<file path="config.mk">
export PLATFORM = sky130hd
export DESIGN_NAME = backscatter_burst_ctrl_flat
export DESIGN_NICKNAME = d
export VERILOG_FILES = /design/src/rtl/backscatter_burst_ctrl_if.sv /design/src/rtl/backscatter_burst_ctrl.sv /design/src/flat_wrapper.sv
export SDC_FILE = /design/constraint.sdc
export NUM_CORES = 1
export LEC_CHECK = 0
export CORE_MARGIN = 3
export CORE_UTILIZATION = 35
export CTS_BUF_LIST = sky130_fd_sc_hd__clkbuf_16
export DETAILED_ROUTE_END_ITERATION = 6
export GPL_TIMING_DRIVEN = 0
export PLACE_DENSITY = 0.59
export SLEW_MARGIN = 10
export SYNTH_ARGS = -nofsm -noshare
export SYNTH_HDL_FRONTEND = slang
export SYNTH_SLANG_ARGS = --single-unit
</file>
<file path="constraint.sdc">
create_clock -name clock -period 2.3 [get_ports clock]
set_input_delay 0.46 -clock clock [delete_from_list [all_inputs] [get_ports clock]]
set_output_delay 0.46 -clock clock [all_outputs]
set_load 0.05 [all_outputs]
</file>
<file path="src/rtl/backscatter_burst_ctrl_if.sv">
// rtl/backscatter_burst_ctrl_if.sv - trigger/payload inputs and RF/status outputs of the burst controller
interface backscatter_burst_ctrl_if #(
  parameter int DATA_WIDTH = 16
);
  logic                  trigger_in;
  logic [DATA_WIDTH-1:0] data_in;
  logic                  rf_ctrl;
  logic                  busy;
  logic                  done;
  logic                  overrun;

  modport master (
    output trigger_in,
    output data_in,
    input  rf_ctrl,
    input  busy,
    input  done,
    input  overrun
  );

  modport slave (
    input  trigger_in,
    input  data_in,
    output rf_ctrl,
    output busy,
    output done,
    output overrun
  );
endinterface

</file>
<file path="src/rtl/backscatter_burst_ctrl.sv">
// rtl/backscatter_burst_ctrl.sv - triggered backscatter burst: delay, then phase-modulated carrier, MSB first
module backscatter_burst_ctrl #(
  parameter int DATA_WIDTH  = 16,
  parameter int START_DELAY = 32,
  parameter int BIT_CYCLES  = 20,
  parameter int HALF_PERIOD = 5
) (
  input  logic                       clock,
  input  logic                       reset,
  backscatter_burst_ctrl_if.slave    bus
);
  localparam int IDX_W = (DATA_WIDTH > 1) ? $clog2(DATA_WIDTH) : 1;

  typedef enum logic [1:0] {IDLE, DELAY, SEND, DONE} state_t;

  state_t                state, state_n;
  logic                  trig_q;
  logic [DATA_WIDTH-1:0] shreg, shreg_n;
  logic [15:0]           delay_cnt, delay_cnt_n;
  logic [7:0]            bit_cnt, bit_cnt_n;
  logic [7:0]            half_cnt, half_cnt_n;
  logic [IDX_W-1:0]      bit_idx, bit_idx_n;
  logic                  carrier, carrier_n;
  logic                  rf_q, rf_n;
  logic                  busy_q, busy_n;
  logic                  done_q, done_n;
  logic                  overrun_q, overrun_n;
  logic                  rise;

  assign bus.rf_ctrl = rf_q;
  assign bus.busy    = busy_q;
  assign bus.done    = done_q;
  assign bus.overrun = overrun_q;

  // trig_q resets high so a trigger already asserted at reset release is not a rise
  always_ff @(posedge clock) begin
    if (!reset) begin
      state     <= IDLE;
      trig_q    <= 1'b1;
      shreg     <= '0;
      delay_cnt <= '0;
      bit_cnt   <= '0;
      half_cnt  <= '0;
      bit_idx   <= '0;
      carrier   <= 1'b0;
      rf_q      <= 1'b0;
      busy_q    <= 1'b0;
      done_q    <= 1'b0;
      overrun_q <= 1'b0;
    end else begin
      state     <= state_n;
      trig_q    <= bus.trigger_in;
      shreg     <= shreg_n;
      delay_cnt <= delay_cnt_n;
      bit_cnt   <= bit_cnt_n;
      half_cnt  <= half_cnt_n;
      bit_idx   <= bit_idx_n;
      carrier   <= carrier_n;
      rf_q      <= rf_n;
      busy_q    <= busy_n;
      done_q    <= done_n;
      overrun_q <= overrun_n;
    end
  end

  always_comb begin
    rise        = bus.trigger_in & ~trig_q;
    state_n     = state;
    shreg_n     = shreg;
    delay_cnt_n = delay_cnt;
    bit_cnt_n   = bit_cnt;
    half_cnt_n  = half_cnt;
    bit_idx_n   = bit_idx;
    carrier_n   = carrier;

    case (state)
      IDLE: begin
        if (rise) begin
          state_n     = DELAY;
          shreg_n     = bus.data_in;
          delay_cnt_n = '0;
        end
      end
      DELAY: begin
        if (delay_cnt == 16'(START_DELAY - 1)) begin
          state_n    = SEND;
          bit_cnt_n  = '0;
          half_cnt_n = '0;
          bit_idx_n  = '0;
          carrier_n  = 1'b0;
        end else begin
          delay_cnt_n = delay_cnt + 16'd1;
        end
      end
      SEND: begin
        // carrier phase is independent of bit boundaries
        if (half_cnt == 8'(HALF_PERIOD - 1)) begin
          half_cnt_n = '0;
          carrier_n  = ~carrier;
        end else begin
          half_cnt_n = half_cnt + 8'd1;
        end
        if (bit_cnt == 8'(BIT_CYCLES - 1)) begin
          bit_cnt_n = '0;
          shreg_n   = {shreg[DATA_WIDTH-2:0], 1'b0};
          if (bit_idx == IDX_W'(DATA_WIDTH - 1)) begin
            state_n = DONE;
          end else begin
            bit_idx_n = bit_idx + IDX_W'(1);
          end
        end else begin
          bit_cnt_n = bit_cnt + 8'd1;
        end
      end
      DONE: begin
        state_n = IDLE;
      end
      default: begin
        state_n = IDLE;
      end
    endcase

    // outputs are registered, so they are derived from the state being entered
    overrun_n = overrun_q | (rise & (state != IDLE));
    busy_n    = (state_n == DELAY) || (state_n == SEND);
    done_n    = (state_n == DONE);
    rf_n      = (state_n == SEND) & (carrier_n ^ shreg_n[DATA_WIDTH-1]);
  end
endmodule
</file>
<file path="src/flat_wrapper.sv">
// flat-port wrapper written by rule: the top's interface ports become plain ports
module backscatter_burst_ctrl_flat 
#(
  parameter int DATA_WIDTH  = 16,
  parameter int START_DELAY = 32,
  parameter int BIT_CYCLES  = 20,
  parameter int HALF_PERIOD = 5
)
  (clock, reset, bus_trigger_in, bus_data_in, bus_rf_ctrl, bus_busy, bus_done, bus_overrun);
  backscatter_burst_ctrl_if #(.DATA_WIDTH(DATA_WIDTH)) bus_i ();
  input  logic clock;
  input  logic reset;
  input wire logic [$bits(bus_i.trigger_in)-1:0] bus_trigger_in;
  input wire logic [$bits(bus_i.data_in)-1:0] bus_data_in;
  output wire logic [$bits(bus_i.rf_ctrl)-1:0] bus_rf_ctrl;
  output wire logic [$bits(bus_i.busy)-1:0] bus_busy;
  output wire logic [$bits(bus_i.done)-1:0] bus_done;
  output wire logic [$bits(bus_i.overrun)-1:0] bus_overrun;
  assign bus_i.trigger_in = bus_trigger_in;
  assign bus_i.data_in = bus_data_in;
  assign bus_rf_ctrl = bus_i.rf_ctrl;
  assign bus_busy = bus_i.busy;
  assign bus_done = bus_i.done;
  assign bus_overrun = bus_i.overrun;
  backscatter_burst_ctrl #(.DATA_WIDTH(DATA_WIDTH), .START_DELAY(START_DELAY), .BIT_CYCLES(BIT_CYCLES), .HALF_PERIOD(HALF_PERIOD)) u_core (.clock(clock), .reset(reset), .bus(bus_i));
endmodule
</file>
[After elaboration in Yosys (flattened, before gate mapping)]
Index checks and enable logic that the tools add are counted.
Storage, ports and cells
  flip-flop bits (word level): 60
  bits of input ports: 19
  output and inout port bits: 4
  word-level logic and storage cells: 72
Cells by class
  $add $sub $neg: 4
  equality and inequality tests: 15
  muxes and demuxes: 23
  bitwise gates (word level): 7
  reduce and logical (&&, ||, !) cells: 10
Operators with widths (count)
  16-bit two-way mux: 4
  16-bit case mux with 2 select lines: 2
  8-bit case mux with 2 select lines: 2
  8-bit two-way mux: 3
  16-bit by 1-bit adder with 16-bit output (second input constant): 1
  8-bit by 1-bit adder with 8-bit output (second input constant): 2
  16-bit by 5-bit == test with 1-bit output (second input constant): 1
  4-bit two-way mux: 3
  2-bit == test (second input constant): 4
  8-bit by 3-bit == test with 1-bit output (second input constant): 1
  8-bit by 5-bit == test with 1-bit output (second input constant): 1
  2-bit two-way mux: 4
  2-bit case mux with 4 select lines: 1
  4-bit case mux with 2 select lines: 1
  2-bit nonzero test: 4
  2-bit by 1-bit inequality test with 1-bit output (second input constant): 3
  3-bit AND reduction: 2
  4-bit by 1-bit adder with 4-bit output (second input constant): 1
  2-bit by 1-bit == test with 1-bit output (second input constant): 2
  4-bit == test (second input constant): 1
  2-bit inequality test (second input constant): 2
  4-bit AND reduction: 1
  1-bit AND: 3
  2-bit zero test: 1
  other kinds (7): 9

[Longest topological paths before layout]
  depth after elaboration: 6
  depth in mapped cells: 9

[Worst setup path before layout]
Ideal clock, no wire load.
  path type: register -> register
  start: register u_core.delay_cnt[0]
  end: register u_core.rf_q, in the netlist u_core.bus.rf_ctrl
  arrival time: 1.899 ns
  data required time: 2.228 ns
  slack: 0.329 ns
  stages on the path, launching flop included: 9
  buffers on the path: 0
  period minus slack after synthesis: 1.971 ns
  cells stage by stage: dfxtp_1 -> ha_1 -> and4_1 -> a41oi_1 -> or3_1 -> a21oi_1 -> ha_1 -> nand3b_1 -> mux2i_1
On the way
  cells in the longest elaborated chain, start to end: 5
Ends and longest elaborated chain
  from (decl): line backscatter_burst_ctrl.sv:19  | logic [15:0] delay_cnt, delay_cnt_n;
  from (signal assigned): line backscatter_burst_ctrl.sv:54  | delay_cnt <= delay_cnt_n;
  16-bit by 5-bit == test with 1-bit output *: line backscatter_burst_ctrl.sv:85  | if (delay_cnt == 16'(START_DELAY - 1)) begin
  2-bit two-way mux / 1-bit two-way mux (equally long branches): line backscatter_burst_ctrl.sv:85
  2-bit case mux with 4 select lines / 1-bit case mux with 2 select lines (equally long branches): line backscatter_burst_ctrl.sv:76  | case (state)
  2-bit == test / 1-bit bitwise XOR (equally long branches): line backscatter_burst_ctrl.sv:127  | rf_n = (state_n == SEND) & (carrier_n ^ shreg_n[DATA_WIDTH-1]);
  1-bit AND *: line backscatter_burst_ctrl.sv:127
  to (signal assigned): line backscatter_burst_ctrl.sv:59  | rf_q <= rf_n;
  to (decl): line backscatter_burst_ctrl.sv:24  | logic rf_q, rf_n;
Mark *: on every way between the ends. The rest lies on a longest branch, timed or not.
A chain may end at the register's enable or synchronous reset.

[Worst setup path in the final report]
  start: register u_core.state[1]
  end: register u_core.delay_cnt[7]
On the way
  cells in the longest elaborated chain, start to end: 3
Ends and longest elaborated chain
  from (decl): line backscatter_burst_ctrl.sv:16  | state_t state, state_n;
  from (signal assigned): line backscatter_burst_ctrl.sv:51  | state <= state_n;
  2-bit by 1-bit == test with 1-bit output / 2-bit zero test (equally long branches): line backscatter_burst_ctrl.sv:76
  2-bit inequality test (no source line) (tied with other cells)
  3-bit AND reduction (no source line)
Parallel ways exist; a longest one is shown, timed or not.

==> flow_metrics.tcl <==
set metrics [dict create \
    status "complete, no violations" \
    tritoncts "done" \
    io_buffers 22 \
    worstPathRequired_ns 2.50 \
    path_max_fanout 10 \
    min_path_type "flop to flop" \
    cts-root-buf "clkbuf_16" \
    place_congestion 0.7812 \
    initial_core_util 0.3624 \
    synth-edff-count 0 \
    r2r_slack_ns 0.09 \
    synth_top_area_cell "dfxtp_1" \
    syn-num-nets 381 \
    total_power_w 0.002711 \
    fmax_mhz 451.9 \
    cts_buffers 9 \
    grt_pass1_wl_um 11500 \
    grt_pass1_vias 2448 \
    crit_path_start_kind "flop" \
    drive_above_1_share 0.07732 \
    crit_path_end "u_core.delay_cnt[7]" \
    rsz0062_at_grt "no" \
    ant_nets 0 \
    fillers 814 \
    yosysMostFrequentCell "dfxtp_1" \
    synth_top_area_frac 0.4013 \
    nets 412 \
    max_stage_delay_ns 0.52 \
    vias 2669 \
    r2r_start "u_core.state[1]" \
    worst_pin_slew_ns 0.6301 \
    yosys_warnings 0 \
    cp.buffers_inverters 2 \
    arrival_ns 2.42 \
    core_sq_um 8258 \
    syn_area_per_cell_sq_um 8.478 \
    finalCoreUtilization 0.4427 \
    n_antenna_cell 0 \
    relSlewSlack 0.5771 \
    grt_usage 0.1474 \
    synth_seq_cells 60 \
    netlist_top_cells_area "dfxtp_1 40%, a221oi_1 4.7%, nor2_1 4.4%" \
    yosys-top-cells-count "60 x dfxtp_1, 35 x nor2_1, 32 x nand2_1, 21 x nand3_1, 20 x nor3_1" \
    cp-startpoint "u_core.state[1]" \
    cts_sinks 60 \
    dieArea_sq_um 9696 \
    clock_latency_ns 0.33 \
    hold_buffers 0 \
    grt_overflow 0 \
    hold_viol 0 \
    syn_area_sq_um 2993 \
    powerDensity_nw_per_um2 741.5 \
    reg2reg_depth 8 \
    cpLargestDelayFamily "compound AO/OA/AOI/OAI gates" \
    grt_max_degree 18 \
    syn_inst 353 \
    die_x_um 98.47 \
    clk_pin_slew_ns 0.05 \
    dp_hpwl_um 4952 \
    final-setup-viol-count 0 \
    boundaryPins 23 \
    die_h_um 98.47 \
    period_minus_slack_ns 2.213 \
    crit_path_end_kind "flop" \
    clockBufferDepth 2 \
    wl_um 7004 \
    async_reset_ff_frac 0 \
    cp_cell_sequence "inv_1, ha_1, clkbuf_1, nand2b_1, a21oi_1, nand4_1, xnor2_1, nor2_1" \
    dp_cells 480 \
    cts_setup_buffers 0 \
    report.final.slew_viol_count 0 \
    wl_per_cell_um 14.21 \
    ys.flop_type "dfxtp_1" \
    r2r-end "u_core.delay_cnt[7]" \
    via_per_inst 5.414 \
    crit_cells 8 \
    area_growth_pct 22.16 \
    firstDrtPassIters 4 \
    finalNonFillerCells 493 \
    antenna_found_initial 0 \
    crit_slowest_cell "a21oi_1" \
    yosysUniqueCellTypes 51 \
    max_cap_viol_count 0 \
    finalCritPeriodShare 0.9620 \
    peakVddDrop_v 0.0004573 \
    htree_num_levels 3 \
    drt_iter0_drc 159 \
    placementRows 33 \
    leakage_nw 1.252 \
    drc 0 \
    finClkSkew_ns 0.005566 \
    critPathKind "flop to flop" \
    ys_seq_area_frac 0.4013 \
]
==> per-stage QoR <==
stage | instance area [sq um] | setup TNS, ns | hold WS, ns | setup WS, ns
finish | 3656 | 0 | 0.4600 | 0.08736
global route | 3656 | 0 | 0.4804 | 0.0006952
CTS | 3613 | 0 | 0.4618 | 0.01464
detailed placement | 3344 | -1.651 | 0.4507 | -0.1435
global placement | 3344 | -1.175 | 0.4530 | -0.1039
floorplan | 2993 | 0 | 0.4317 | 0.3294
==> logic make-up after synthesis <==
family,synth area share
adder cells (fa/ha/maj),0.03763
AND/OR/NAND/NOR,0.3115
XOR/XNOR,0.04097
AO/OA/AOI/OAI,0.1572
flip-flops,0.4013
multiplexers,0.01338
buffers and inverters,0.03804
==> worst register-to-register path, delay by kind of cell, from the launching register on <==
kind            cells  cell delay (ns)
fa+ha+maj           1             0.22
xor+xnor            1             0.18
buf+inv             2             0.31
flops               1             0.38
simple gates        3             0.47
compound gates      1             0.53
==> worst min path at each step <==
stage / depth (start not counted) / slack, ns / startpoint / to
floorplan: 2 / 0.43 / u_core.shreg[0] / u_core.shreg[0]
global placement: 2 / 0.45 / u_core.shreg[0] / u_core.shreg[0]
detailed placement: 2 / 0.45 / u_core.shreg[0] / u_core.shreg[0]
CTS: 2 / 0.46 / u_core.shreg[0] / u_core.shreg[0]
global route: 2 / 0.48 / u_core.shreg[0] / u_core.shreg[0]
finish: 2 / 0.46 / u_core.shreg[0] / u_core.shreg[0]
==> power by group <==
part	internal (W)	switching, W	leakage (nW)	total [W]
combinational	0.000174	0.000268	0.639	0.000442
sequential	0.00109	0.0000288	0.486	0.00112
clock	0.000699	0.000451	0.126	0.00115
==> routing by layer <==
layer	share of wire	GRT usage	wire length, um
met1	0.51	0.2004	3541
met2	0.44	0.2158	3064
met3	0.034	0.03255	236
met4	0.023	0.08298	161
met5	0	0	0
==> repair_timing <==
action,4_1_cts,5_1_grt
gates cloned,0,0
resized for setup,2,13
pin swaps,0,2
endpoints found under the setup margin,8,27
==> sequential cells by signal, summed over array words and instances (netlist names) <==
name                flops
u_core.half_cnt         8
u_core.bus.rf_ctrl      1
u_core.trig_q           1
u_core.bus.busy         1
u_core.bit_cnt          8
u_core.shreg           16
u_core.carrier          1
u_core.bit_idx          4
u_core.delay_cnt       16
u_core.bus.done         1
u_core.state            2
u_core.bus.overrun      1
==> final cells by class <==
type / count / area (sq um) / share of cell area
Clock buffer: 9 / 225.2 / 0.06160
Buffer: 14 / 55.05 / 0.01506
Inverter: 14 / 52.55 / 0.01437
Timing Repair Buffer: 22 / 220.2 / 0.06023
Sequential cell: 60 / 1202 / 0.3289
Clock inverter: 6 / 23.77 / 0.006502
Multi-Input combinational cell: 263 / 1745 / 0.4774
Tap cell: 105 / 131.4 / 0.03593
==> cell usage in the layout, fill, tap and decap left out, types with 2 or more instances in the layout <==
cell type        instances
a21oi_2                  2
nor2b_1                 17
nor3_1                  20
clkinv_1                 4
o21ai_0                  9
o22ai_1                  3
nand2_1                 32
nor2_1                  35
clkdlybuf4s50_1         22
ha_1                     7
o41ai_1                  2
xor2_1                  11
nand3b_1                 4
a31oi_1                  3
and4b_1                  2
xnor2_1                  3
mux2i_1                  4
dfxtp_1                 59
clkbuf_16                9
inv_1                   15
nor3b_1                  3
and3_1                   2
a21oi_1                 16
a221oi_1                15
and2_1                   2
or3_1                    2
nor4_4                   2
clkbuf_1                12
nand2b_1                 4
nand4_1                 10
o32ai_1                  3
o21a_1                   2
nand3_1                 21
Power figures use the tool's default switching activity.
